<file path="config.mk">
export PLATFORM = sky130hd
export DESIGN_NAME = shield_loader
export DESIGN_NICKNAME = d
export VERILOG_FILES = /design/src/rtl/shield_pkg.sv /design/src/rtl/shield_strobe_gen.sv /design/src/rtl/shield_loader.sv
export SDC_FILE = /design/constraint.sdc
export NUM_CORES = 1
export LEC_CHECK = 0
export ABC_CLOCK_PERIOD_IN_PS = 4000
export CORE_MARGIN = 5
export CORE_UTILIZATION = 35
export DETAILED_ROUTE_END_ITERATION = 10
export GPL_ROUTABILITY_DRIVEN = 0
export PLACE_DENSITY = 0.56
export SLEW_MARGIN = 10
export SYNTH_ARGS = -nofsm -noshare
export SYNTH_HDL_FRONTEND = slang
export SYNTH_HIERARCHICAL = 1
export SYNTH_SLANG_ARGS = --single-unit
</file>
<file path="constraint.sdc">
create_clock -name clk -period 4 [get_ports clk]
set_clock_uncertainty 0.2 [all_clocks]
set_input_delay 0.4 -clock clk [delete_from_list [all_inputs] [get_ports clk]]
set_output_delay 0.4 -clock clk [all_outputs]
set_load 0.005 [all_outputs]
</file>
<file path="src/rtl/shield_pkg.sv">
// Shared geometry and FSM state constants for the shield map write path.
// The map is 32 bearings x 64 range cells, addressed as {bearing, range}.
package shield_pkg;

  localparam int unsigned BEAR_W         = 5;
  localparam int unsigned RANGE_W        = 6;
  localparam int unsigned ADDR_W         = 11;
  localparam int unsigned CELLS          = 2048;
  localparam int unsigned BYTES_PER_BEAR = 8;

  localparam int unsigned STATE_W = 6;

  localparam logic [STATE_W-1:0] ST_IDLE      = 6'b000001;
  localparam logic [STATE_W-1:0] ST_WAIT_BYTE = 6'b000010;
  localparam logic [STATE_W-1:0] ST_SETUP     = 6'b000100;
  localparam logic [STATE_W-1:0] ST_STROBE    = 6'b001000;
  localparam logic [STATE_W-1:0] ST_HOLD      = 6'b010000;
  localparam logic [STATE_W-1:0] ST_DONE      = 6'b100000;

endpackage

</file>
<file path="src/rtl/shield_strobe_gen.sv">
// Per-bit slot timer: counts STROBE (PULSE_W) and HOLD (GAP_W) cycles and
// flags the last cycle of each phase.
module shield_strobe_gen #(
  parameter int unsigned PULSE_W = 1,
  parameter int unsigned GAP_W   = 1
) (
  input  logic clk,
  input  logic rst_n,
  input  logic i_strobe,
  input  logic i_hold,
  output logic o_pulse_last,
  output logic o_slot_done
);

  localparam logic [2:0] PULSE_LAST = 3'(PULSE_W - 1);
  localparam logic [2:0] GAP_LAST   = 3'(GAP_W - 1);

  logic [2:0] r_cnt;

  assign o_pulse_last = i_strobe && (r_cnt == PULSE_LAST);
  assign o_slot_done  = i_hold && (r_cnt == GAP_LAST);

  always_ff @(posedge clk or negedge rst_n) begin
    if (!rst_n) begin
      r_cnt <= '0;
    end else if (o_pulse_last || o_slot_done || !(i_strobe || i_hold)) begin
      r_cnt <= '0;
    end else begin
      r_cnt <= r_cnt + 1'b1;
    end
  end

endmodule

</file>
<file path="src/rtl/shield_loader.sv">
// Write-side sequencer for the shield map: turns host bytes and clear commands
// into isolated single-bit write strobes with address/data held around each.
import shield_pkg::*;

module shield_loader #(
  parameter int unsigned PULSE_W = 1,
  parameter int unsigned GAP_W   = 1
) (
  input  logic              clk,
  input  logic              reset,
  input  logic              cmd_clr,
  input  logic              load_start,
  input  logic [BEAR_W-1:0] load_bear,
  input  logic              byte_valid,
  input  logic [7:0]        byte_data,
  output logic              byte_ready,
  output logic              wren,
  output logic [ADDR_W-1:0] wraddr,
  output logic              wrdata,
  output logic              busy,
  output logic              done,
  output logic              err
);

  logic [STATE_W-1:0] r_state;
  logic [STATE_W-1:0] w_nxt;
  logic               r_clr_mode;
  logic [ADDR_W-1:0]  r_addr;
  logic [7:0]         r_shift;
  logic [2:0]         r_bit_idx;
  logic [3:0]         r_byte_cnt;
  logic               r_wren, r_wrdata, r_byte_ready, r_busy, r_done, r_err;

  logic w_in_strobe, w_in_hold, w_pulse_last, w_slot_done;
  logic w_idle, w_last_cell, w_last_bit, w_last_byte, w_err;

  assign w_in_strobe = (r_state == ST_STROBE);
  assign w_in_hold   = (r_state == ST_HOLD);
  assign w_idle      = (r_state == ST_IDLE);
  assign w_last_cell = (r_addr == ADDR_W'(CELLS - 1));
  assign w_last_bit  = (r_bit_idx == 3'd7);
  assign w_last_byte = (r_byte_cnt == 4'(BYTES_PER_BEAR));
  assign w_err       = (!w_idle && (cmd_clr || load_start)) ||
                       (w_idle && (byte_valid || (cmd_clr && load_start)));

  shield_strobe_gen #(
    .PULSE_W (PULSE_W),
    .GAP_W   (GAP_W)
  ) u_strobe (
    .clk          (clk),
    .rst_n        (reset),
    .i_strobe     (w_in_strobe),
    .i_hold       (w_in_hold),
    .o_pulse_last (w_pulse_last),
    .o_slot_done  (w_slot_done)
  );

  always_comb begin
    w_nxt = r_state;
    case (r_state)
      ST_IDLE: begin
        if (cmd_clr)         w_nxt = ST_SETUP;
        else if (load_start) w_nxt = ST_WAIT_BYTE;
      end
      ST_WAIT_BYTE: if (byte_valid) w_nxt = ST_SETUP;
      ST_SETUP:     w_nxt = ST_STROBE;
      ST_STROBE:    if (w_pulse_last) w_nxt = ST_HOLD;
      ST_HOLD: begin
        if (w_slot_done) begin
          if (r_clr_mode)       w_nxt = w_last_cell ? ST_DONE : ST_SETUP;
          else if (!w_last_bit) w_nxt = ST_SETUP;
          else if (!w_last_byte) w_nxt = ST_WAIT_BYTE;
          else                  w_nxt = ST_DONE;
        end
      end
      ST_DONE: w_nxt = ST_IDLE;
      default: w_nxt = ST_IDLE;
    endcase
  end

  always_ff @(posedge clk or negedge reset) begin
    if (!reset) begin
      r_state    <= ST_IDLE;
      r_clr_mode <= 1'b0;
      r_addr     <= '0;
      r_shift    <= '0;
      r_bit_idx  <= '0;
      r_byte_cnt <= '0;
      r_wrdata   <= 1'b0;
    end else begin
      r_state <= w_nxt;
      case (r_state)
        ST_IDLE: begin
          if (cmd_clr) begin
            r_clr_mode <= 1'b1;
            r_addr     <= '0;
            r_wrdata   <= 1'b0;
          end else if (load_start) begin
            r_addr     <= {load_bear, {RANGE_W{1'b0}}};
            r_byte_cnt <= '0;
          end
        end
        ST_WAIT_BYTE: begin
          if (byte_valid) begin
            r_shift    <= byte_data;
            r_bit_idx  <= '0;
            r_byte_cnt <= r_byte_cnt + 1'b1;
            r_wrdata   <= byte_data[0];
          end
        end
        ST_HOLD: begin
          // Address/data only move once the gap has elapsed, so they stay
          // stable across the whole SETUP..HOLD slot.
          if (w_slot_done) begin
            if (r_clr_mode) begin
              r_addr <= r_addr + 1'b1;
            end else if (!w_last_bit) begin
              r_shift                <= r_shift >> 1;
              r_wrdata               <= r_shift[1];
              r_bit_idx              <= r_bit_idx + 1'b1;
              r_addr[RANGE_W-1:0]    <= r_addr[RANGE_W-1:0] + 1'b1;
            end else if (!w_last_byte) begin
              r_addr[RANGE_W-1:0]    <= r_addr[RANGE_W-1:0] + 1'b1;
            end
          end
        end
        ST_DONE: r_clr_mode <= 1'b0;
        default: ;
      endcase
    end
  end

  always_ff @(posedge clk or negedge reset) begin
    if (!reset) begin
      r_wren       <= 1'b0;
      r_byte_ready <= 1'b0;
      r_busy       <= 1'b0;
      r_done       <= 1'b0;
      r_err        <= 1'b0;
    end else begin
      r_wren       <= (w_nxt == ST_STROBE);
      r_byte_ready <= (w_nxt == ST_WAIT_BYTE);
      r_busy       <= (w_nxt != ST_IDLE);
      r_done       <= (w_nxt == ST_DONE);
      r_err        <= w_err;
    end
  end

  assign wren       = r_wren;
  assign wraddr     = r_addr;
  assign wrdata     = r_wrdata;
  assign byte_ready = r_byte_ready;
  assign busy       = r_busy;
  assign done       = r_done;
  assign err        = r_err;

endmodule

</file>
==> impl_metrics.csv, run 1 <==
group,metric,value,unit
global_routing,antenna_found_initial,0,
sta,finalCriticalPeriod,3200,ps
power_and_ir_drop,power_density,571,nW/um^2
sta,setup_viol,0,
power_and_ir_drop,clkPwrFrac,17.6,%
power_and_ir_drop,power_frac_seq,42.7,%
sta,worst_pin_slew,920,ps
final_layout,fill_cells,630,
global_routing,grt_pass1_wl,9550,um
synthesis,yosys_most_used_dff,"dfrtp_1",
final_layout,drive_gt1_share,7.84,%
synthesis,post_synth_instance_area,2310,um^2
die,rows,29,
placement,port_buffers,34,
global_routing,grt_pass1_vias,1970,
power_and_ir_drop,power_leakage,1.13,nW
clock_network,cts.sinks,41,
sta,hold_ws,38.8,ps
synthesis,ys_seq_area_share,44.5,%
synthesis,synth-edff-count,0,
final_layout,area_delta_synth_final,20.3,%
clock_network,cts_tree,"yes",
sta,max_slew_margin,38.7,%
clock_network,cts_resized,0,
synthesis,avgSynthCellArea,9.69,um^2
routing,dr.pass1.iters,4,
die,die_h,91.2,um
final_layout,insertedDiodeCount,0,
routing,drc,0,
power_and_ir_drop,peakVddDrop,0.261,mV
die,start_util,36.1,%
power_and_ir_drop,power.net_switching,0.563,mW
routing,detail_route.iter0.violations,191,
global_routing,grt_max_degree,42,
final_layout,multiInputGateArea,1180,um^2
placement,place_area,2690,um^2
die,design.core.area,6390,um^2
synthesis,async_flop_share,100,%
synthesis,syn_inst,238,
global_routing,gr-usage-all-layers,14.0,%
clock_network,numCtsBuffers,5,
synthesis,synth_nets,263,
power_and_ir_drop,switching_share,35.6,%
die,die_w,91.2,um
clock_network,htree_levels,2,
setup_path,crit_type,"reg2reg",
setup_path,endpoint_kind,"flop",
routing,wl_per_cell,16.2,um
sta,rsz0062_at_grt,"false",
global_routing,grt_overflow_total,0,
synthesis,synth_seq_cells,41,
die,boundaryPins,35,
clock_network,cts.clk_slew.worst_paths,80,ps
clock_network,cts_hold_buf,0,
outcome,outcome,"finished clean",
final_layout,final_area,2770,um^2
hold_path,min_path_type,"in2async",
routing,antenna_left,0,
placement,place_hpwl,4000,um
clock_network,cts_buffer_depth,2,
routing,drt_wl_total,5570,um
setup_path,crit_fanout,12,
power_and_ir_drop,combPwrFrac,39.8,%
die,dieArea,8310,um^2
clock_network,cts_setup_buffers,0,
sta,finalHoldViolations,0,
setup_path,critPathRequiredTime,3980,ps
sta,tns,0,ps
synthesis,yosys_warnings,6,
setup_path,cp-start-kind,"flop",
setup_path,crit_arrival,3180,ps
final_layout,nNetsFinal,293,
routing,via_per_inst,5.57,
power_and_ir_drop,intPower,1.02,mW
synthesis,synth_cell_type_count,53,
job,drv_cap,0,
final_layout,regArea,1030,um^2
clock_network,clk-insertion-delay-late,290,ps
sta,drv_slew,0,
clock_network,root_buffer,"clkbuf_8",
sta,finalCritPeriodShare,80.1,%
sta,max_clock_freq,312,MHz
routing,vias,1920,
==> stage by stage <==
stage                     setup slack [ps]  instances  power (mW)  util, %
final                                  798        345        1.58     43.4
after global routing                   436        345        1.70     43.4
after CTS                              828        345        1.60     43.4
after detailed placement               832        338        1.31     42.1
after global placement                 955        338        1.32     42.1
after floorplan                        753        238        1.09        -
==> routing by layer <==
layer | wire length, um | vias up | track usage (%)
li1 | - | 951 | -
met1 | 2760 | 919 | 18.8
met2 | 2510 | 43 | 22.5
met3 | 229 | 7 | 3.06
met4 | 69 | 0 | 4.03
met5 | 0 | - | 0
==> flip-flops by register name, summed over array words and instances, names as in the netlist <==
signal and cells:
busy 1, byte_ready 1, done 1, err 1, r_bit_idx 3, r_byte_cnt 4, r_clr_mode 1, r_shift 7
r_state 6, u_strobe/r_cnt 3, wraddr 11, wrdata 1, wren 1
==> cells in the mapped netlist (4+ instances only) <==
master | count | share of area, %
dfrtp_1 | 40 | 43
nor2_1 | 18 | 2.9
a21oi_1 | 15 | 3.3
inv_1 | 12 | 2.0
nand3_1 | 11 | 2.4
nand2_1 | 9 | 1.5
a2bb2oi_1 | 8 | 3.0
nor3_1 | 8 | 1.7
o21ai_0 | 8 | 1.7
clkbuf_1 | 7 | 1.1
ha_1 | 7 | 3.8
o22ai_1 | 7 | 1.9
nand4_1 | 6 | 1.6
nor3b_1 | 6 | 2.0
a31oi_1 | 5 | 1.4
and2_1 | 4 | 1.1
buf_2 | 4 | 0.87
o2bb2ai_1 | 4 | 1.5
o32a_1 | 4 | 1.7
or3_1 | 4 | 1.1
==> power by group through the flow <==
stage,Clock (mW),Sequential (mW),Combinational [mW]
2_1_floorplan,0,0.629,0.465
3_3_place_gp,0,0.675,0.647
3_5_place_dp,0,0.678,0.633
4_1_cts,0.290,0.671,0.638
5_1_grt,0.304,0.692,0.700
6_report,0.278,0.675,0.630
==> layout by cell type (no fill, tap or decap), types with 4 or more instances in the layout <==
cell | synthesis | layout
dfrtp_1 | 40 | 40
or3_1 | 4 | 4
nor3_1 | 8 | 8
o21ai_0 | 8 | 8
a31oi_1 | 5 | 5
o22ai_1 | 7 | 7
and2_1 | 4 | 4
nor3b_1 | 6 | 6
nor2_1 | 18 | 18
ha_1 | 7 | 7
a2bb2oi_1 | 8 | 8
o32a_1 | 4 | 4
clkbuf_8 | 0 | 6
a21oi_1 | 15 | 15
nand2_1 | 9 | 9
inv_1 | 12 | 12
nand3_1 | 11 | 11
clkdlybuf4s50_1 | 0 | 33
nand4_1 | 6 | 6
o2bb2ai_1 | 4 | 4
==> worst max-delay path, stage by stage, from the launching register on <==
cell and delay, ps:
dfrtp_1 490, nor3b_1 490, nand2_1 320, inv_1 130
and2_1 310, inv_1 170, a2111oi_4 510, o21ai_0 180
mux2_2 290
==> cell families after synthesis <==
logic type | count (synthesis) | synth area share (%)
muxes | 3 | 1.41
xor gates and xnor gates | 3 | 1.14
AOI/OAI and AO/OA | 69 | 22.4
and+or+nand+nor | 91 | 22.3
adders and majority gates | 7 | 3.80
buffers and inverters | 24 | 4.45
DFF | 41 | 44.5
==> path summary, 6_finish.rpt <==
path	to	slack, ps	cells past startpoint	from
max	wraddr[0]	800	8	r_state[1]
min	r_shift[5]	40	1	reset
max reg2reg	wraddr[0]	800	8	r_state[1]
min reg2reg	u_strobe/r_cnt[0]	270	1	u_strobe/r_cnt[0]
max in group asynchronous	wraddr[0]	2980	1	reset
min in group clk	u_strobe/r_cnt[0]	270	1	u_strobe/r_cnt[0]
==> layout make-up <==
cell class | count | area share, %
inverter | 12 | 1.62
sequential | 41 | 37.0
clock buffer | 7 | 3.11
timing repair buffer | 35 | 12.4
multi-input combinational | 173 | 42.4
tap | 77 | 3.47
Note: power is estimated with default switching activity, not from simulation.
==> run 2, diff against run 1 <==
- ABC_CLOCK_PERIOD_IN_PS: 4000 -> 2700
- PLACE_DENSITY: 0.56 -> 0.58
- clock period: 4 -> 2.7 ns (I/O delays scaled with it)
==> run 2 against run 1 <==
Against the previous run:
- die area did not move
- global-route usage rose by 0.63 points
- clock-buffer cell count fell by 2
- largest power group is now combinational logic
==> impl_metrics.csv, run 2 (synthesis results as in run 1) <==
group,metric,value,unit
setup_path,critical-path-slowest-cell,"or4_4",
sta,finalCriticalPeriod,2370,ps
setup_path,crit_fanout,8,
setup_path,max_stage_delay,590,ps
final_layout,instances_no_fill,360,
power_and_ir_drop,power_leakage,1.20,nW
die,boundaryPins,35,
routing,vias,1973,
clock_network,clk-insertion-delay-late,290,ps
setup_path,rr_startpoint,"r_state[3]",
power_and_ir_drop,combPwrFrac,42.8,%
hold_path,holdPathEnd,"u_strobe/r_cnt[0]",
power_and_ir_drop,switching_share,36.1,%
final_layout,insertedDiodeCount,0,
die,die_w,91.2,um
global_routing,grt_max_degree,42,
power_and_ir_drop,power,2.41,mW
final_layout,final_core_util,45.3,%
setup_path,crit_arrival,2350,ps
hold_path,min_path_type,"reg2reg",
die,rows,29,
placement,place_hpwl,4270,um
final_layout,area_delta_synth_final,25.5,%
die,die_h,91.2,um
sta,max_slew_margin,38.7,%
setup_path,endpoint_kind,"flop",
die,start_util,36.1,%
power_and_ir_drop,intPower,1.54,mW
routing,dr.pass1.iters,4,
clock_network,cts_resized,0,
final_layout,nNetsFinal,307,
clock_network,numCtsBuffers,5,
sta,setup_viol,0,
clock_network,root_buffer,"clkbuf_8",
hold_path,min_path_cells,1,
setup_path,r2r_slack,330,ps
placement,port_buffers,34,
setup_path,ff2ff_path_depth,4,
clock_network,cts.sinks,41,
global_routing,grt_pass1_vias,2040,
sta,max_clock_freq,422,MHz
final_layout,layout_commonest_cell,"dfrtp_1",
global_routing,grt_pass1_wl,9950,um
routing,via_per_inst,5.48,
global_routing,antenna_found_initial,0,
sta,finalHoldViolations,0,
clock_network,cts_setup_buffers,0,
sta,drv_slew,0,
final_layout,drive_gt1_share,14.1,%
routing,wl_per_cell,15.8,um
routing,antenna_left,0,
job,drv_cap,0,
routing,detail_route.iter0.violations,137,
global_routing,grt_overflow_total,0,
setup_path,cp-start-kind,"flop",
placement,dp.cells,351,
sta,rsz0062_at_grt,"false",
sta,worst_pin_slew,920,ps
power_and_ir_drop,peakVddDrop,0.492,mV
hold_path,hp-start,"u_strobe/r_cnt[0]",
clock_network,cts_buffer_depth,2,
routing,drt_wl_total,5690,um
clock_network,htree_levels,2,
sta,tns,0,ps
sta,finalCritPeriodShare,87.7,%
setup_path,r2r_end,"wraddr[6]",
power_and_ir_drop,clkPwrFrac,16.7,%
setup_path,crit_type,"reg2reg",
final_layout,largest_reg_flops,11,
clock_network,cts.clk_slew.worst_paths,80,ps
final_layout,final_cell_mix,"dfrtp_1 (40), clkdlybuf4s50_1 (33), nor2_1 (18), a21oi_1 (15), buf_4 (14)",
die,dieArea,8310,um^2
die,design.core.area,6390,um^2
setup_path,path_cells,"or4_4, or3_1, and2_4, o32a_1",
power_and_ir_drop,power_density,834,nW/um^2
outcome,outcome,"finished clean",
power_and_ir_drop,power_frac_seq,40.5,%
global_routing,gr-usage-all-layers,14.6,%
setup_path,critPathRequiredTime,2680,ps
power_and_ir_drop,power.net_switching,0.871,mW
clock_network,cts_tree,"yes",
routing,drc,0,
-- run 2: critical path: cells and delay by family, from the launching register on --
| kind | cells | cell delay (ps) |
|---|---|---|
| AOI/OAI and AO/OA | 1 | 330 |
| DFF | 1 | 460 |
| and+or+nand+nor | 3 | 1260 |
-- run 2: cell type report --
class	count	area, um^2
multi-input cells	173	1190
fillers	643	3490
flip-flops and latches	41	1030
inverters	12	45.0
well taps	77	96.3
clock buffers	5	68.8
repair buffers	49	450
clock inverters	3	17.5
-- run 2: layer usage --
metal	up-vias	part of all wire [%]	track usage (%)
met5	-	0	0
met4	0	1.4	5.01
met3	6	4.6	2.81
met2	49	46	23.1
met1	936	48	19.9
li1	982	-	-
-- run 2: stage by stage --
stage	cell area, um^2	worst slack, ps	hold WS [ps]
global route	2890	176	288
CTS	2890	333	272
global placement	2800	378	260
floorplan	2320	12.7	-226
detailed placement	2800	345	261
finish	2890	331	264
-- run 2: repair_timing --
action	4_1_cts	5_1_grt
hold buffers	1	0
setup endpoints to repair	0	0
endpoints found under the hold margin	40	0
-- run 2: how the worst max path moves through the flow --
| stage | end | depth (start not counted) | startpoint |
|---|---|---|---|
| 2_1_floorplan | wraddr[0] | 11 | r_state[1] |
| 3_3_place_gp | wraddr[6] | 4 | r_state[3] |
| 3_5_place_dp | wraddr[7] | 4 | r_state[3] |
| 4_1_cts | wraddr[7] | 4 | r_state[3] |
| 5_1_grt | wraddr[5] | 9 | r_state[4] |
| 6_report | wraddr[6] | 4 | r_state[3] |
-- run 2: power groups by stage --
stage               logic, mW  clock network, mW  registers (mW)
finish                   1.03              0.403           0.978
global route             1.14              0.446            1.01
CTS                      1.05              0.414           0.974
detailed placement       1.04                  0           0.982
global placement         1.04                  0           0.985
floorplan               0.696                  0           0.933
